==> src/rtl/serial_subtractor.sv <==
`default_nettype none
// ============================================================================
// Module   : serial_subtractor
// Brief    : Bit-serial WIDTH-bit subtractor (diff = a - b), LSB first,
//            one bit per clock through a borrow chain.
// Options  : SERIAL_SUB_OVF_EN adds the signed-overflow output ovf.
// Revision : 1.0 - initial release
// ============================================================================
module serial_subtractor #(
  parameter int WIDTH = 8
) (
  input  logic             clk,
  input  logic             rst,
  input  logic             start,
  input  logic [WIDTH-1:0] a,
  input  logic [WIDTH-1:0] b,
  output logic             busy,
  output logic             done,
  output logic [WIDTH-1:0] diff,
  output logic             borrow_out
`ifdef SERIAL_SUB_OVF_EN
  ,
  output logic             ovf
`endif
);

  localparam int CNT_W = (WIDTH > 1) ? $clog2(WIDTH) : 1;
  localparam logic [CNT_W-1:0] CNT_LAST = CNT_W'(WIDTH - 1);

  localparam logic [1:0] S_IDLE = 2'd0;
  localparam logic [1:0] S_RUN  = 2'd1;
  localparam logic [1:0] S_DONE = 2'd2;

  logic [1:0]       state_q,      state_d;
  logic [CNT_W-1:0] cnt_q,        cnt_d;
  logic [WIDTH-1:0] a_sh_q,       a_sh_d;
  logic [WIDTH-1:0] b_sh_q,       b_sh_d;
  logic [WIDTH-1:0] res_q,        res_d;
  logic             bor_q,        bor_d;
  logic [WIDTH-1:0] diff_q,       diff_d;
  logic             borrow_out_q, borrow_out_d;
`ifdef SERIAL_SUB_OVF_EN
  logic             a_msb_q,      a_msb_d;
  logic             b_msb_q,      b_msb_d;
  logic             ovf_q,        ovf_d;
`endif

  logic w_x;
  logic w_y;
  logic w_bit;
  logic w_bor_next;
  logic [WIDTH-1:0] w_res_next;

  always_comb begin
    w_x        = a_sh_q[0];
    w_y        = b_sh_q[0];
    w_bit      = w_x ^ w_y ^ bor_q;
    w_bor_next = (~w_x & w_y) | (~(w_x ^ w_y) & bor_q);
    w_res_next = {w_bit, res_q[WIDTH-1:1]};
  end

  always_comb begin
    state_d      = state_q;
    cnt_d        = cnt_q;
    a_sh_d       = a_sh_q;
    b_sh_d       = b_sh_q;
    res_d        = res_q;
    bor_d        = bor_q;
    diff_d       = diff_q;
    borrow_out_d = borrow_out_q;
`ifdef SERIAL_SUB_OVF_EN
    a_msb_d      = a_msb_q;
    b_msb_d      = b_msb_q;
    ovf_d        = ovf_q;
`endif
    case (state_q)
      S_IDLE: begin
        if (start) begin
          state_d = S_RUN;
          a_sh_d  = a;
          b_sh_d  = b;
          bor_d   = 1'b0;
          cnt_d   = '0;
`ifdef SERIAL_SUB_OVF_EN
          a_msb_d = a[WIDTH-1];
          b_msb_d = b[WIDTH-1];
`endif
        end
      end
      S_RUN: begin
        a_sh_d = a_sh_q >> 1;
        b_sh_d = b_sh_q >> 1;
        res_d  = w_res_next;
        bor_d  = w_bor_next;
        if (cnt_q == CNT_LAST) begin
          // Results are published only here so they hold across later runs.
          state_d      = S_DONE;
          diff_d       = w_res_next;
          borrow_out_d = w_bor_next;
`ifdef SERIAL_SUB_OVF_EN
          ovf_d        = (a_msb_q ^ b_msb_q) & (a_msb_q ^ w_bit);
`endif
        end else begin
          cnt_d = cnt_q + 1'b1;
        end
      end
      S_DONE: begin
        state_d = S_IDLE;
      end
      default: begin
        state_d = S_IDLE;
      end
    endcase
  end

  always_ff @(posedge clk) begin
    if (rst) begin
      state_q      <= S_IDLE;
      cnt_q        <= '0;
      a_sh_q       <= '0;
      b_sh_q       <= '0;
      res_q        <= '0;
      bor_q        <= 1'b0;
      diff_q       <= '0;
      borrow_out_q <= 1'b0;
`ifdef SERIAL_SUB_OVF_EN
      a_msb_q      <= 1'b0;
      b_msb_q      <= 1'b0;
      ovf_q        <= 1'b0;
`endif
    end else begin
      state_q      <= state_d;
      cnt_q        <= cnt_d;
      a_sh_q       <= a_sh_d;
      b_sh_q       <= b_sh_d;
      res_q        <= res_d;
      bor_q        <= bor_d;
      diff_q       <= diff_d;
      borrow_out_q <= borrow_out_d;
`ifdef SERIAL_SUB_OVF_EN
      a_msb_q      <= a_msb_d;
      b_msb_q      <= b_msb_d;
      ovf_q        <= ovf_d;
`endif
    end
  end

  assign busy       = (state_q == S_RUN);
  assign done       = (state_q == S_DONE);
  assign diff       = diff_q;
  assign borrow_out = borrow_out_q;
`ifdef SERIAL_SUB_OVF_EN
  assign ovf        = ovf_q;
`endif

endmodule
`default_nettype wire
==> config.mk <==
export PLATFORM = sky130hd
export DESIGN_NAME = serial_subtractor
export DESIGN_NICKNAME = d
export VERILOG_FILES = /design/src/rtl/serial_subtractor.sv
export SDC_FILE = /design/constraint.sdc
export NUM_CORES = 1
export LEC_CHECK = 0
export CAP_MARGIN = 20
export CORE_AREA = 2 2 56 69
export DETAILED_ROUTE_END_ITERATION = 8
export DIE_AREA = 0 0 58 71
export PLACE_DENSITY = 0.85
export SLEW_MARGIN = 40
export SYNTH_ARGS = -nofsm -noshare
export SYNTH_HDL_FRONTEND = slang
export SYNTH_SLANG_ARGS = --single-unit
export TNS_END_PERCENT = 30
==> constraint.sdc <==
create_clock -name clk -period 2 [get_ports clk]
set_clock_uncertainty 0.1 [all_clocks]
set_input_delay 0.4 -clock clk [delete_from_list [all_inputs] [get_ports clk]]
set_output_delay 0.4 -clock clk [all_outputs]
set_load 0.03 [all_outputs]
==> flow_metrics.tcl <==
set metrics [dict create \
    syn_area_um2 1680 \
    slew_headroom 0.735 \
    period_needed_ns 1.90 \
    synth_edf_count 0 \
    clock-sinks 38 \
    drv_cap 0 \
    wl_met2_um 1420 \
    num_io_pins 30 \
    placementRows 24 \
    synth-seq-area-share 0.452 \
    max_stage_delay_ns 0.67 \
    grt_start_max_net_pins 39 \
    avgViaCountPerCell 5.39 \
    cts_tree "yes" \
    clockRootBuffer "clkbuf_8" \
    tightest_slew_ns 0.397 \
    cts_max_level 2 \
    worstPathArrival_ns 1.40 \
    clk_latency_ns 0.28 \
    critPathCaptureType "primary output" \
    first_iter_violations 84 \
    die_h_um 71 \
    synth.most_common_cell "dfxtp_1" \
    rsz0062_at_grt "false" \
    yosysTopAreaCellShare 0.452 \
    crit_chain "nor2b_1 -> clkdlybuf4s50_1" \
    top_layer "met4" \
    nNetsFinal 230 \
    core_area_um2 3480 \
    routedWlPerCell_um 12.5 \
    grt_pass1_vias 1260 \
    fillCellCount 297 \
    yosys_warnings 0 \
    slew_violations 0 \
    die-area_um2 4120 \
    crit_path_max_fanout 2 \
    cts_hold_buffers 0 \
    antennaDiodeCount 0 \
    hold_viol 0 \
    syn-num-nets 201 \
    fmax_ghz 0.526 \
    postRouteWirelength_um 3110 \
    die_w_um 58 \
    dr_total_vias 1336 \
    syn_avg_cell_area_um2 9.40 \
    cts.clk_slew.worst_paths_ns 0.07 \
    critPathLaunch "state_q[1]" \
    irDropWorstVdd_mv 0.560 \
    fin_cells 248 \
    synthTopCellsByArea "dfxtp_1 (45%), a211oi_2 (10%), mux2i_1 (8.9%)" \
    grt_usage 0.160 \
    grt_first_pass_wirelength_um 5220 \
    area_delta_synth_final_pct 24.7 \
    portBuffers 29 \
    finalCritPeriodShare 0.951 \
    synth_seq_cells 38 \
    numCtsBuffers 5 \
    crit_path_top_delay_cell "clkdlybuf4s50_1" \
    hpwlAfterDp_um 2080 \
    setup_viol 0 \
    final_core_util 0.602 \
    critPathRequiredTime_ns 1.50 \
    status "completed" \
    grt_antenna_before_repair 0 \
    hold_slack_ns 0.359 \
    drc 0 \
    r2r_start "state_q[0]" \
    overflow 0 \
    syn_inst 179 \
    cp-start-kind "flip-flop" \
    hp-class "flip-flop to flip-flop" \
    power_density_nw_per_um2 735 \
    p_leak_nw 0.758 \
    holdCritStartpoint "diff[0]" \
    m1WireLength_um 1460 \
    fin_setup_tns_ns 0 \
    initial_core_util 0.483 \
    synth_flop_cell "dfxtp_1" \
    critPathKind "flip-flop to primary output" \
    wl_met3_um 213 \
    synth_area_leader_cell "dfxtp_1" \
    drtPass1Iterations 4 \
    cts_max_path_buffers 2 \
    drive_gt1_frac 0.148 \
    postRouteAntennaNets 0 \
    synth-async-reset-ratio 0 \
    synthTopCellsByCount "dfxtp_1 (38), nand2_1 (25), a21oi_1 (19)" \
    placed_cells 240 \
    gp_congestion 0.748 \
    ys_types 28 \
]
[kinds of logic after synthesis]
logic type	count (synthesis)	share of synthesized area
simple gates	62	0.165
compound gates	42	0.199
flops	38	0.452
buf+inv	19	0.0684
mux	15	0.0892
fa+ha+maj	3	0.0268
[registers in the layout, summed over array words and instances (netlist names)]
register    flops
cnt_q           3
a_sh_q          8
res_q           7
b_sh_q          8
bor_q           1
diff            8
borrow_out      1
state_q         2
[cell type report]
type / count / area (um^2) / area share
clock buffers: 7 / 86.3 / 0.0411
inverters: 4 / 17.5 / 0.00835
multi-input cells: 122 / 807 / 0.385
well taps: 39 / 48.8 / 0.0233
repair buffers: 37 / 373 / 0.178
clock inverters: 1 / 5.00 / 0.00239
flip-flops and latches: 38 / 761 / 0.363
[routing by layer]
metal | up-vias | global-route usage
li1 | 681 | -
met1 | 616 | 0.188
met2 | 37 | 0.274
met3 | 2 | 0.0439
met4 | 0 | 0.0620
met5 | - | 0
[repair_timing]
action / CTS / global route
resized for setup: 0 / 1
setup endpoints to repair: 0 / 1
buffers inserted: 0 / 0
[power by group]
group | internal [mW] | switching, mW | leakage (nW)
clock network | 0.278 | 0.244 | 0.0482
logic | 0.106 | 0.104 | 0.399
registers | 0.791 | 0.0182 | 0.311
[path summary, 6_finish.rpt]
path / slack, ns / cells after the start / to
hold reg to reg: 0.36 / 2 / diff[0]
setup / recovery: 0.1 / 2 / done
setup reg to reg: 0.32 / 6 / a_sh_q[6]
hold / removal: 0.36 / 2 / diff[0]
[worst max-delay path, delay by kind of cell, from the launching register on]
kind,cells,cell delay [ns]
flops,1,0.32
buf+inv,1,0.67
simple gates,1,0.12
[stage by stage]
step | setup slack (ns) | power [mW] | area (um^2)
CTS | 0.0796 | 1.56 | 2100
detailed placement | 0.309 | 1.04 | 2000
global route | 0.0473 | 1.62 | 2100
global placement | 0.341 | 1.03 | 2000
floorplan | 0.427 | 0.973 | 1680
finish | 0.0986 | 1.54 | 2100
[cell usage in the layout (no fill, tap or decap)]
master,Yosys,routed
nand2_1,25,25
clkdlybuf4s50_1,0,28
buf_4,3,7
o21bai_1,1,1
mux2i_1,15,15
a31oi_1,3,3
nand2b_1,1,1
fa_1,1,1
inv_1,3,3
nor3_1,1,1
buf_12,0,2
nor2_1,18,18
clkbuf_1,4,1
inv_4,0,1
a211oi_2,14,14
a311oi_1,1,1
dfxtp_1,38,38
a2bb2oi_1,1,1
a21oi_1,19,19
clkbuf_8,0,6
nor2b_1,1,1
nor4b_1,1,1
o21ai_0,2,2
nand3b_1,1,1
nand3_1,12,12
clkinv_2,0,1
o21ba_1,1,1
nand4bb_1,2,2
ha_1,2,2
Power figures use the tool's default switching activity.
==> patch: new RTL, same settings <==
Take the reset off `b_sh_q` and load it in a clocked block of its own.
--- a/src/rtl/serial_subtractor.sv
+++ b/src/rtl/serial_subtractor.sv
@@ -120,3 +120,2 @@
       a_sh_q       <= '0;
-      b_sh_q       <= '0;
       res_q        <= '0;
@@ -134,3 +133,2 @@
       a_sh_q       <= a_sh_d;
-      b_sh_q       <= b_sh_d;
       res_q        <= res_d;
@@ -147,2 +145,6 @@
 
+  always_ff @(posedge clk) begin
+    b_sh_q <= b_sh_d;
+  end
+
   assign busy       = (state_q == S_RUN);
Check against the original RTL: same outputs for any inputs over 10 cycles, from zero or initial values and one cycle with rst high; that may be too few to reach the edited logic, so the function may still have changed.
==> patch against the unedited design <==
Worst setup slack better by 0.049 ns; cell count is 2.0% lower; routed wire length is 8.2% lower; die area stayed put; sequential power is 4.6% higher; design area is 3.8% lower; first-iteration DRC count is 62% lower; utilization is 2.3 points lower; register-to-register slack better by 0.09 ns; global-route usage is 0.43 points higher; highest routed layer unchanged; sequential cell count stayed put; power is 7.7% higher; synthesized area is 5.7% lower.
==> patch: results (changes against the unedited design) <==
* Number of synthesized flops with an enable pin at 8 (+8)
* Max VDD drop at 0.000634 V (+13%)
* Clock slew at reported path FFs at 0.07 ns (about the same)
* Layout cells sized above 1 at 9.31% (-5.5 points)
* 1st-pass router iterations at 4 (unchanged)
* # nets final at 225 (-2.2%)
* Initial antenna violation count at 0 (unchanged)
* Ant diodes at 0 (unchanged)
* Global-route wire length before repair at 5.19 mm (-0.54%)
* Largest net degree at the start of global routing at 26 (-33%)
* Max clock buf depth at 2 (unchanged)
* FFs w/ async S/R, synth at 0% (unchanged)
* CTS Buf Count at 5 (unchanged)
* Synth top cells by count: nand2_1 (47), dfxtp_1 (30), a21oi_1 (18)
* PortBufs at 29 (unchanged)
* Share of the yosys chip area belonging to registers at 53.0% (+7.8 points)
* HPWL after DPL at 1.99 mm (-4.2%)
* Min-delay worst type: reg2reg
* YS warnings at 0 (unchanged)
* Outcome: finished clean
* Final count of negative-setup-slack endpoints at 0 (unchanged)
* Worst-Margin Slew at 0.536 ns (+0.139 ns)
* Gp weighted congestion at 0.785 (+5.0%)
* Crit path DAT at 1.35 ns (-0.05 ns)
* DR iter-0 viols at 32 (-62%)
* Unique cell type count in the Yosys netlist at 29 (+3.6%)
* P_sw at 0.375 mW (+2.0%)
* Vias per cell at 5.12 (-5.0%)
* Post-Synthesis Net Count at 193 (-4.0%)
* Leak at 0.782 nW (+3.3%)
* Layout filler cell count at 297 (unchanged)
* Area contributors post-synth: dfxtp_1 (38%), edfxtp_1 (15%), nand2_1 (11%)
* Max FO, Critical Path at 25 (+23)
* Vias in the first global route at 1264 (+0.32%)
* WL final at 2.86 mm (-8.2%)
* H-tree depth at 2 (unchanged)
* CTS Hold Bufs at 0 (unchanged)
* Place WS at 0.263 ns (-0.0464 ns)
* Total GRT Usage at 16.5% (+0.43 points)
[patch: changes by cell type in the layout (fill, tap and decap cells not counted), moves of 2 or more]
cell       before  now
nand2_1        25   47
edfxtp_1        0    8
nor2_1         18   11
a211oi_1        0    5
nand3_1        12    8
nand4bb_1       2    0
a31oi_1         3    0
nand2b_1        1    5
dfxtp_1        38   30
mux2i_1        15    7
a211oi_2       14    2
[patch: area by class of cell]
type | count | share of cell area (%)
Sequential cell | 38 | 41.6
Multi-Input combinational cell | 118 | 32.0
Timing Repair Buffer | 36 | 17.6
Clock buffer | 5 | 3.41
Tap cell | 39 | 2.42
Clock inverter | 3 | 1.98
Inverter | 4 | 0.991
[patch: power by group through the flow]
stage	logic [mW]	registers, mW	clock network (mW)
after floorplan	0.132	0.860	0
after global placement	0.184	0.861	0
after detailed placement	0.189	0.864	0
after CTS	0.191	0.846	0.635
after global routing	0.213	0.850	0.671
final	0.188	0.846	0.626
[patch: kinds of logic (layout without fill, tap and decap cells)]
| kind of cell | count (synthesis) | count (layout) | share of synthesized area, % |
|---|---|---|---|
| simple gates | 76 | 76 | 20.4 |
| flops | 38 | 38 | 53.0 |
| compound gates | 32 | 32 | 13.0 |
| buf+inv | 15 | 48 | 6.31 |
| mux | 7 | 7 | 4.42 |
| fa+ha+maj | 3 | 3 | 2.84 |
[patch: worst paths after layout]
check	startpoint	end	slack, ns	cells after the start
hold reg to reg	diff[5]$_SDFFE_PP0P_	diff[5]$_SDFFE_PP0P_	0.35	2
setup / recovery	state_q[0]$_SDFFE_PP0P_	busy	0.15	4
hold / removal	diff[5]$_SDFFE_PP0P_	diff[5]$_SDFFE_PP0P_	0.35	2
setup reg to reg	cnt_q[0]$_SDFFE_PP0P_	cnt_q[0]$_SDFFE_PP0P_	0.41	5
[patch: per-stage QoR]
| stage | utilization [%] | instances | total power [mW] | instance area, um2 |
|---|---|---|---|---|
| global placement | 54.8 | 235 | 1.05 | 1910 |
| detailed placement | 54.8 | 235 | 1.05 | 1910 |
| finish | 58.0 | 243 | 1.66 | 2020 |
| floorplan | - | 171 | 0.991 | 1590 |
| global route | 58.0 | 243 | 1.73 | 2020 |
| CTS | 57.9 | 243 | 1.67 | 2020 |
[patch: repair_timing]
item,CTS,global route
endpoints found under the setup margin,0,1
buffers inserted,0,0
resized for setup,0,1
[patch: metal layers]
metal	up-vias	GRT usage, %	routed length (um)
met5	-	0	0
met1	580	18.3	1200
met4	0	5.43	13
met3	3	6.58	132
met2	19	28.3	1510
li1	641	-	-
[patch: critical path: stages (launching register included)]
cell and delay, ns:
dfxtp_1 0.31, buf_4 0.19, nand2b_1 0.16, clkinv_4 0.18
buf_4 0.22
